$ cat config.mk
export PLATFORM = sky130hd
export DESIGN_NAME = cell_char_seq
export DESIGN_NICKNAME = d
export VERILOG_FILES = /design/src/rtl/cell_char_pkg.sv /design/src/rtl/cell_char_vec_gen.sv /design/src/rtl/cell_char_seq.sv
export SDC_FILE = /design/constraint.sdc
export NUM_CORES = 1
export LEC_CHECK = 0
export ABC_CLOCK_PERIOD_IN_PS = 3900
export BUFFER_PORTS_ARGS = -buffer_cell sky130_fd_sc_hd__buf_2
export CORE_MARGIN = 5
export CORE_UTILIZATION = 60
export CTS_BUF_LIST = sky130_fd_sc_hd__clkbuf_4 sky130_fd_sc_hd__clkbuf_8
export DETAILED_ROUTE_END_ITERATION = 10
export PLACE_DENSITY = 0.91
export SYNTH_ARGS = -nofsm -noshare
export SYNTH_HDL_FRONTEND = slang
export SYNTH_HIERARCHICAL = 1
export SYNTH_SLANG_ARGS = --single-unit
$ cat constraint.sdc
create_clock -name CK -period 3.9 [get_ports CK]
set_input_delay 0.39 -clock CK [delete_from_list [all_inputs] [get_ports CK]]
set_output_delay 0.39 -clock CK [all_outputs]
set_load 0.03 [all_outputs]
$ cat src/rtl/cell_char_pkg.sv
// Shared types and constants for the standard-cell characterisation sequencer.
package cell_char_pkg;

  typedef enum logic [1:0] {
    ST_IDLE   = 2'd0,
    ST_SETTLE = 2'd1,
    ST_SAMPLE = 2'd2,
    ST_FINISH = 2'd3
  } state_e;

  // ZN of AOI21 for vectors {A,B1,B2}: ~(A | (B1 & B2))
  localparam logic [7:0] AOI21_TRUTH_TBL = 8'h07;

  function automatic int cnt_width(input int max_val);
    return (max_val > 1) ? $clog2(max_val) : 1;
  endfunction

endpackage

$ cat src/rtl/cell_char_vec_gen.sv
// Vector/loop counter: steps through all 2**N_IN vectors, LOOPS times, and flags the final one.
module cell_char_vec_gen
  import cell_char_pkg::*;
#(
  parameter int N_IN  = 3,
  parameter int LOOPS = 1
) (
  input  logic            ck_i,
  input  logic            rst_i,
  input  logic            clear_i,
  input  logic            step_i,
  output logic [N_IN-1:0] vec_o,
  output logic            last_o
);

  localparam int LW = cnt_width(LOOPS);

  logic [N_IN-1:0] vec_q;
  logic [LW-1:0]   loop_q;

  always_ff @(posedge ck_i or posedge rst_i) begin
    if (rst_i) begin
      vec_q  <= '0;
      loop_q <= '0;
    end else if (clear_i) begin
      vec_q  <= '0;
      loop_q <= '0;
    end else if (step_i) begin
      vec_q <= vec_q + N_IN'(1);
      if (&vec_q) loop_q <= loop_q + LW'(1);
    end
  end

  assign vec_o  = vec_q;
  assign last_o = (&vec_q) && (loop_q == LW'(LOOPS - 1));

endmodule

$ cat src/rtl/cell_char_seq.sv
// Characterisation sequencer: drives every input vector into one CUT, samples ZN after a
// settle window, checks it against a golden truth table and reports PASS/FAIL.
//
// state  | meaning
// IDLE   | waiting for START
// SETTLE | CUT_IN held, settle timer counting down
// SAMPLE | ZN compared against the truth table for the current vector
// FINISH | DONE/PASS issued for one cycle
module cell_char_seq
  import cell_char_pkg::*;
#(
  parameter int                N_IN       = 3,
  parameter logic [2**N_IN-1:0] TRUTH_TBL = AOI21_TRUTH_TBL,
  parameter int                SETTLE_CYC = 2,
  parameter int                LOOPS      = 1,
  parameter int                CNT_W      = 8
) (
  input  logic             CK,
  input  logic             RST,
  input  logic             START,
  input  logic             ABORT,
  output logic [N_IN-1:0]  CUT_IN,
  input  logic             CUT_ZN,
  output logic             BUSY,
  output logic             DONE,
  output logic             PASS,
  output logic             FAIL_VALID,
  output logic [N_IN-1:0]  FAIL_VEC,
  output logic [CNT_W-1:0] ERR_CNT
);

  localparam int             CW         = cnt_width(SETTLE_CYC);
  localparam logic [CW-1:0]  SETTLE_RLD = CW'(SETTLE_CYC - 1);

  state_e           state_q;
  logic [CW-1:0]    settle_q;
  logic             busy_q;
  logic             done_q;
  logic             pass_q;
  logic             fail_valid_q;
  logic [N_IN-1:0]  fail_vec_q;
  logic [CNT_W-1:0] err_q;
  logic [CNT_W-1:0] err_d;

  logic [N_IN-1:0]  vec;
  logic             last_vec;
  logic             start_ok;
  logic             abort_run;
  logic             mismatch;
  logic             vec_clear;
  logic             vec_step;

  assign start_ok  = (state_q == ST_IDLE) && START && !ABORT;
  assign abort_run = ABORT && ((state_q == ST_SETTLE) || (state_q == ST_SAMPLE));
  assign mismatch  = (state_q == ST_SAMPLE) && (CUT_ZN != TRUTH_TBL[vec]);
  assign err_d     = (mismatch && !(&err_q)) ? err_q + CNT_W'(1) : err_q;

  // The vector counter doubles as CUT_IN, so clearing it also parks the CUT at 0.
  assign vec_clear = start_ok || abort_run || ((state_q == ST_SAMPLE) && last_vec);
  assign vec_step  = (state_q == ST_SAMPLE) && !ABORT && !last_vec;

  cell_char_vec_gen #(
    .N_IN  (N_IN),
    .LOOPS (LOOPS)
  ) u_vec_gen (
    .ck_i    (CK),
    .rst_i   (RST),
    .clear_i (vec_clear),
    .step_i  (vec_step),
    .vec_o   (vec),
    .last_o  (last_vec)
  );

  always_ff @(posedge CK or posedge RST) begin
    if (RST) begin
      state_q      <= ST_IDLE;
      settle_q     <= '0;
      busy_q       <= 1'b0;
      done_q       <= 1'b0;
      pass_q       <= 1'b0;
      fail_valid_q <= 1'b0;
      fail_vec_q   <= '0;
      err_q        <= '0;
    end else begin
      done_q       <= 1'b0;
      fail_valid_q <= 1'b0;
      case (state_q)
        ST_IDLE: begin
          if (start_ok) begin
            state_q  <= ST_SETTLE;
            settle_q <= SETTLE_RLD;
            busy_q   <= 1'b1;
            err_q    <= '0;
            pass_q   <= 1'b0;
          end
        end
        ST_SETTLE: begin
          if (ABORT) begin
            state_q <= ST_IDLE;
            busy_q  <= 1'b0;
            pass_q  <= 1'b0;
          end else if (settle_q == '0) begin
            state_q <= ST_SAMPLE;
          end else begin
            settle_q <= settle_q - CW'(1);
          end
        end
        ST_SAMPLE: begin
          if (ABORT) begin
            state_q <= ST_IDLE;
            busy_q  <= 1'b0;
            pass_q  <= 1'b0;
          end else begin
            if (mismatch) begin
              fail_valid_q <= 1'b1;
              fail_vec_q   <= vec;
            end
            err_q <= err_d;
            // DONE/PASS are registered on entry so they are visible during FINISH.
            if (last_vec) begin
              state_q <= ST_FINISH;
              busy_q  <= 1'b0;
              done_q  <= 1'b1;
              pass_q  <= (err_d == '0);
            end else begin
              state_q  <= ST_SETTLE;
              settle_q <= SETTLE_RLD;
            end
          end
        end
        ST_FINISH: state_q <= ST_IDLE;
        default:   state_q <= ST_IDLE;
      endcase
    end
  end

  assign CUT_IN     = vec;
  assign BUSY       = busy_q;
  assign DONE       = done_q;
  assign PASS       = pass_q;
  assign FAIL_VALID = fail_valid_q;
  assign FAIL_VEC   = fail_vec_q;
  assign ERR_CNT    = err_q;

endmodule

==> impl_metrics.json, run 1 <==
{
  "status": "complete, no violations",
  "timing.final.crit_period_ns": 2.31,
  "finalNonFillerCells": 192,
  "clock-sinks": 22,
  "power.density_mw_per_mm2": 397,
  "relSlewSlack_pct": 46.4,
  "ys_seq_area_share_pct": 39.9,
  "crit_path_max_incr_delay_ns": 0.44,
  "worstRegToRegCells": 7,
  "cts_tree": "done",
  "routed_wl_um": 3330,
  "slew_violations": 0,
  "synth_flop_cell": "dfrtp_1",
  "crit_end": "PASS",
  "wl_per_cell_um": 17.3,
  "cp-end-kind": "flip-flop",
  "die_x_um": 57.9,
  "crit_fanout": 11,
  "setup_viol": 0,
  "first_iter_violations": 42,
  "grt_pass1_wl_um": 5440,
  "setup_tns_ns": 0,
  "synth_nets": 152,
  "drt-pass1-iter-count": 4,
  "start_kind": "flip-flop",
  "dp_hpwl_um": 2510,
  "clk_pin_slew_ns": 0.12,
  "syn_avg_cell_area_sq_um": 9.85,
  "synth_compound_area_share_pct": 21.3,
  "rsz0062_at_grt": "no",
  "vdd_drop_max_v": 0.000320,
  "numCtsBuffers": 3,
  "cts_resized": 0,
  "grt.total_usage_pct": 21.0,
  "final_area_sq_mm": 0.00155,
  "port_buffers": 22,
  "synth_edf_count": 0,
  "cp.arrival_ns": 2.54,
  "fin_crit_sh_pct": 59.4,
  "overflow": 0,
  "whs_ns": 0.417,
  "root_buffer": "clkbuf_4",
  "die_h_um": 57.9,
  "detail_route.vias_per_cell": 6.29,
  "synth_top_family_by_area": "compound AO/OA/AOI/OAI gates",
  "synth_simple_gate_area_share_pct": 20.5,
  "route.detailed.drc": 0,
  "worstSetupStartpoint": "state_q[0]",
  "grt_max_degree": 19,
  "synthAdderAreaFrac_pct": 6.35,
  "crit_type": "flip-flop to flip-flop",
  "fmax_ghz": 0.432,
  "yosys_warnings": 6,
  "crit_slowest_cell": "dfrtp_1",
  "nNetsFinal": 177,
  "num_rows": 17,
  "cts_max_level": 1,
  "synth-seq-cells": 22,
  "layout_common_cells": "dfrtp_1 (22), buf_2 (22), nor2_1 (12)",
  "cap_violations": 0,
  "worst_pin_slew_ns": 0.799,
  "io_pins": 23,
  "crit_chain": "inv_1 > ha_1 > nor2b_1 > mux2i_4 > nor4b_2 > o2111ai_1 > o41ai_2",
  "r2r_end": "PASS",
  "ys_async_sr_fraction_pct": 100,
  "syn_area_sq_mm": 0.00138,
  "muxShareOfSynthArea_pct": 7.35,
  "post_cts_buffers": 0,
  "hold_viol": 0,
  "worst_skew_pair.late_latency_ns": 0.32,
  "r2r_start": "state_q[0]",
  "dr_total_vias": 1208,
  "synthToLayoutAreaGrowth_pct": 12.5,
  "fillers": 171,
  "insertedDiodeCount": 0,
  "netlist_instances": 140,
  "antenna_found_initial": 0,
  "placed_cells": 187,
  "initial_core_util_pct": 62.3,
  "hp-class": "input pin to flip-flop",
  "drive_gt1_share_pct": 27.4,
  "p_leak_nw": 0.750,
  "detail-route-antenna-nets": 0,
  "required_ns": 4.12,
  "synth_cell_types": 49,
  "yosys.area_share.xor_xnor_pct": 1.27,
  "gp_congestion": 0.932,
  "fp.dieArea_sq_mm": 0.00336,
  "r2r_setup_slack_ns": 1.59,
  "finClkSkew_ns": 0.00353,
  "clk_path_buf_depth": 2,
  "coreArea_sq_mm": 0.00221,
  "holdPathStages": 2,
  "placedInstanceArea_sq_mm": 0.00151,
  "first_global_vias": 1198
}
==> through the flow <==
stage	power, mW	setup slack [ns]	util [%]
2_1_floorplan	0.431	1.87	-
3_3_place_gp	0.470	1.77	68.0
3_5_place_dp	0.484	1.63	68.0
4_1_cts	0.616	1.59	70.1
5_1_grt	0.654	1.42	70.1
6_report	0.616	1.59	70.1
==> final cells by class <==
type | count | area, sq um | share of cell area [%]
clock buffers | 4 | 36.3 | 2.34
well taps | 28 | 35.0 | 2.26
flip-flops and latches | 22 | 551 | 35.5
multi-input cells | 108 | 783 | 50.5
inverters | 7 | 26.3 | 1.69
repair buffers | 23 | 120 | 7.74
==> worst min path at each step <==
stage,startpoint,to
after global placement,RST,u_vec_gen/vec_o[1]
after detailed placement,RST,u_vec_gen/vec_o[2]
after global routing,ABORT,DONE
final,ABORT,DONE
after CTS,ABORT,DONE
after floorplan,RST,u_vec_gen/loop_q
==> cell usage after synthesis, types with 2 or more instances <==
library cell | instances | area (sq um)
a21o_1 | 2 | 15.0
a21oi_1 | 11 | 55.1
a21oi_2 | 2 | 17.5
buf_4 | 2 | 15.0
dfrtp_1 | 22 | 551
ha_1 | 7 | 87.6
inv_1 | 7 | 26.3
mux2_2 | 3 | 33.8
mux2i_1 | 3 | 30.0
nand2_1 | 11 | 41.3
nand2b_1 | 4 | 25.0
nand3_1 | 4 | 20.0
nand3b_1 | 2 | 15.0
nand4_1 | 2 | 12.5
nor2_1 | 12 | 45.0
nor2b_1 | 3 | 18.8
nor3_1 | 2 | 10.0
nor4_1 | 2 | 12.5
o211ai_1 | 2 | 15.0
o21ai_0 | 7 | 35.0
o31ai_1 | 2 | 15.0
==> report_power, final <==
part	internal [mW]	switching [mW]	total [mW]
sequential	0.250	0.0221	0.272
combinational	0.0773	0.137	0.214
clock	0.0571	0.0719	0.129
total	0.385	0.231	0.616
==> worst max-delay path, delay by kind of cell, from the launching register on <==
family | cells | cell delay (ns)
adders and majority gates | 1 | 0.36
buffers and inverters | 1 | 0.10
and+or+nand+nor | 2 | 0.59
DFF | 1 | 0.44
AOI/OAI and AO/OA | 2 | 0.54
muxes | 1 | 0.18
==> cell families after synthesis <==
family                     after synthesis
AOI/OAI and AO/OA                       40
and+or+nand+nor                         51
xor gates and xnor gates                 2
buffers and inverters                   10
muxes                                    8
adders and majority gates                7
DFF                                     22
==> metal layers <==
metal | part of all wire [%] | routed length, um | vias up | GRT usage [%]
met2 | 53 | 1760 | 38 | 35.8
met3 | 4.7 | 156 | 10 | 4.23
met4 | 2.0 | 66 | 0 | 10.9
met1 | 40 | 1340 | 596 | 24.8
li1 | - | - | 564 | -
met5 | 0 | 0 | - | 0
==> sequential cells by signal (all words and copies together), names as in the netlist <==
register and cells:
BUSY 1, DONE 1, ERR_CNT 8, FAIL_VALID 1, FAIL_VEC 3, PASS 1, settle_q 1, state_q 2
u_vec_gen/loop_q 1, u_vec_gen/vec_o 3
==> timing repair <==
action,4_1_cts,5_1_grt
hold buffers,1,0
endpoints found under the setup margin,0,0
endpoints found under the hold margin,4,0
No activity file was read; power rests on OpenSTA's default activity.
==> run 2, diff against run 1 <==
--- a/config.mk
+++ b/config.mk
@@ -5,13 +5,13 @@
 export SDC_FILE = /design/constraint.sdc
 export NUM_CORES = 1
 export LEC_CHECK = 0
-export ABC_CLOCK_PERIOD_IN_PS = 3900
+export ABC_CLOCK_PERIOD_IN_PS = 2200
 export BUFFER_PORTS_ARGS = -buffer_cell sky130_fd_sc_hd__buf_2
 export CORE_MARGIN = 5
-export CORE_UTILIZATION = 60
+export CORE_UTILIZATION = 58
 export CTS_BUF_LIST = sky130_fd_sc_hd__clkbuf_4 sky130_fd_sc_hd__clkbuf_8
 export DETAILED_ROUTE_END_ITERATION = 10
-export PLACE_DENSITY = 0.91
+export PLACE_DENSITY = 0.89
 export SYNTH_ARGS = -nofsm -noshare
 export SYNTH_HDL_FRONTEND = slang
 export SYNTH_HIERARCHICAL = 1
==> constraint.sdc (replaced) <==
create_clock -name CK -period 2.2 [get_ports CK]
set_input_delay 0.22 -clock CK [delete_from_list [all_inputs] [get_ports CK]]
set_output_delay 0.22 -clock CK [all_outputs]
set_load 0.03 [all_outputs]
==> run 2 against run 1 <==
- wire length fell by 8.8%
- first-iteration DRC count shrank 4.8%
- sequential power grew 76%
- count of clock-buffer cells in the layout decreased by 1
- non-clock buffer count up 4
- clock power grew 41%
- register-to-register slack worse by 1.4 ns
- flip-flop and latch count unchanged
- via count decreased by 0.83%
- worst setup slack got worse by 1.4 ns
- die area grew 2.9%
- utilization is 0.28 points higher
- critical path type unchanged
- largest power group unchanged
==> impl_metrics.json, run 2 (synthesis results as in run 1) <==
{
  "status": "complete, no violations",
  "fmax_ghz": 0.493,
  "routed_wl_um": 3040,
  "wl_met1_um": 1310,
  "setup_tns_ns": 0,
  "layout_common_cells": "buf_2 (22), dfrtp_1 (20), nor2_1 (12)",
  "insertedDiodeCount": 0,
  "required_ns": 2.42,
  "die_h_um": 58.8,
  "grt_max_degree": 19,
  "finClkSkew_ns": 0.000744,
  "wl_per_cell_um": 15.6,
  "highest_layer": "met4",
  "place_ws_ns": 0.146,
  "cp.arrival_ns": 2.25,
  "vdd_drop_max_v": 0.000573,
  "drive_gt1_share_pct": 30.5,
  "synthToLayoutAreaGrowth_pct": 14.1,
  "finalNonFillerCells": 195,
  "clk_pin_slew_ns": 0.11,
  "fp.dieArea_sq_mm": 0.00345,
  "initial_core_util_pct": 61.7,
  "timing.final.crit_period_ns": 2.03,
  "post-route-util_pct": 70.4,
  "antenna_found_initial": 0,
  "intPower_uw": 655,
  "cts_max_level": 1,
  "port_buffers": 22,
  "coreArea_sq_mm": 0.00223,
  "worst_slack_ns": 0.172,
  "clk_path_buf_depth": 2,
  "nNetsFinal": 181,
  "rsz0062_at_grt": "no",
  "start_kind": "flip-flop",
  "clkPwrFrac_pct": 17.5,
  "dp_hpwl_um": 2310,
  "cp-end-kind": "flip-flop",
  "largest_reg_flops": 8,
  "worst_skew_pair.late_latency_ns": 0.31,
  "num_rows": 17,
  "grt.total_usage_pct": 19.1,
  "grt_pass1_wl_um": 5190,
  "route.detailed.drc": 0,
  "first_global_vias": 1213,
  "relSlewSlack_pct": 52.8,
  "fin_crit_sh_pct": 92.2,
  "cap_violations": 0,
  "overflow": 0,
  "clock-sinks": 22,
  "final_common_cell": "buf_2",
  "dr_wl_met3_um": 160,
  "gp_congestion": 0.965,
  "detail_route.vias_per_cell": 6.14,
  "p_leak_nw": 0.761,
  "detail-route-antenna-nets": 0,
  "drt-pass1-iter-count": 4,
  "slew_violations": 0,
  "p_comb_share_pct": 36.3,
  "power.density_mw_per_mm2": 660,
  "power.total_mw": 1.04,
  "dr_total_vias": 1198,
  "dr_wl_met2_um": 1510,
  "worst_pin_slew_ns": 0.707,
  "power_switching_uw": 383,
  "switching_share_pct": 36.9,
  "hp-class": "input pin to flip-flop",
  "placed_cells": 191,
  "root_buffer": "clkbuf_4",
  "first_iter_violations": 40,
  "die_x_um": 58.8,
  "r2r_setup_slack_ns": 0.17,
  "numCtsBuffers": 3,
  "crit_type": "flip-flop to flip-flop",
  "hold_viol": 0,
  "setup_viol": 0,
  "cts_tree": "done",
  "io_pins": 23,
  "crit_fanout": 10,
  "seqPwrFrac_pct": 46.2
}
run 2: cell types whose count changed in the layout (fill, tap and decap cells not counted):
cell | previous run | this run
nor2b_2 | 0 | 1
buf_4 | 0 | 4
nor2b_1 | 3 | 2
dfrtp_1 | 22 | 20
dfrtp_2 | 0 | 2
clkbuf_8 | 1 | 0
run 2: power groups by stage:
stage | Combinational (mW) | Clock (mW) | Sequential, mW
after floorplan | 0.245 | 0 | 0.518
after global placement | 0.365 | 0 | 0.482
after detailed placement | 0.377 | 0 | 0.484
after CTS | 0.379 | 0.183 | 0.478
after global routing | 0.420 | 0.202 | 0.485
final | 0.377 | 0.182 | 0.479
run 2: area by class of cell:
cell class	count	area [sq um]
Tap cell	28	35.0
Fill cell	188	661
Multi-Input combinational cell	108	786
Sequential cell	22	553
Clock buffer	3	22.5
Inverter	7	26.3
Timing Repair Buffer	27	150
run 2: final timing paths:
check                            start            endpoint  depth (start not counted)
min reg2reg                FAIL_VEC[2]         FAIL_VEC[2]                          1
max in group asynchronous          RST                PASS                          3
max                         state_q[0]                PASS                          7
min in group asynchronous          RST  u_vec_gen/vec_o[0]                          3
max reg2reg                 state_q[0]                PASS                          7
min                              ABORT                DONE                          2
run 2: critical path, cell delays in order, from the launching register on:
cell and delay, ns:
dfrtp_1 0.43, inv_1 0.09, ha_1 0.19, nor2b_1 0.27, mux2i_4 0.18, o31ai_1 0.28, o2111ai_1 0.17, o41ai_2 0.33
run 2: timing repair:
item                                   in CTS  in global routing
resized for setup                           0                  3
endpoints found under the hold margin       4                  0
setup endpoints to repair                   0                  1
setup buffers                               0                  0
hold buffers                                1                  0
run 2: layer usage:
layer  vias to the layer above  global-route usage, %
li1                        570                      -
met1                       583                   23.5
met2                        38                   33.0
met3                         7                   2.63
met4                         0                   8.74
met5                         -                      0
run 2: metrics by stage:
stage / hold slack, ns / instance area, sq um
3_3_place_gp: 0.108 / 1540
5_1_grt: 0.300 / 1570
4_1_cts: 0.262 / 1570
2_1_floorplan: -0.0139 / 1380
6_report: 0.270 / 1570
3_5_place_dp: 0.119 / 1540
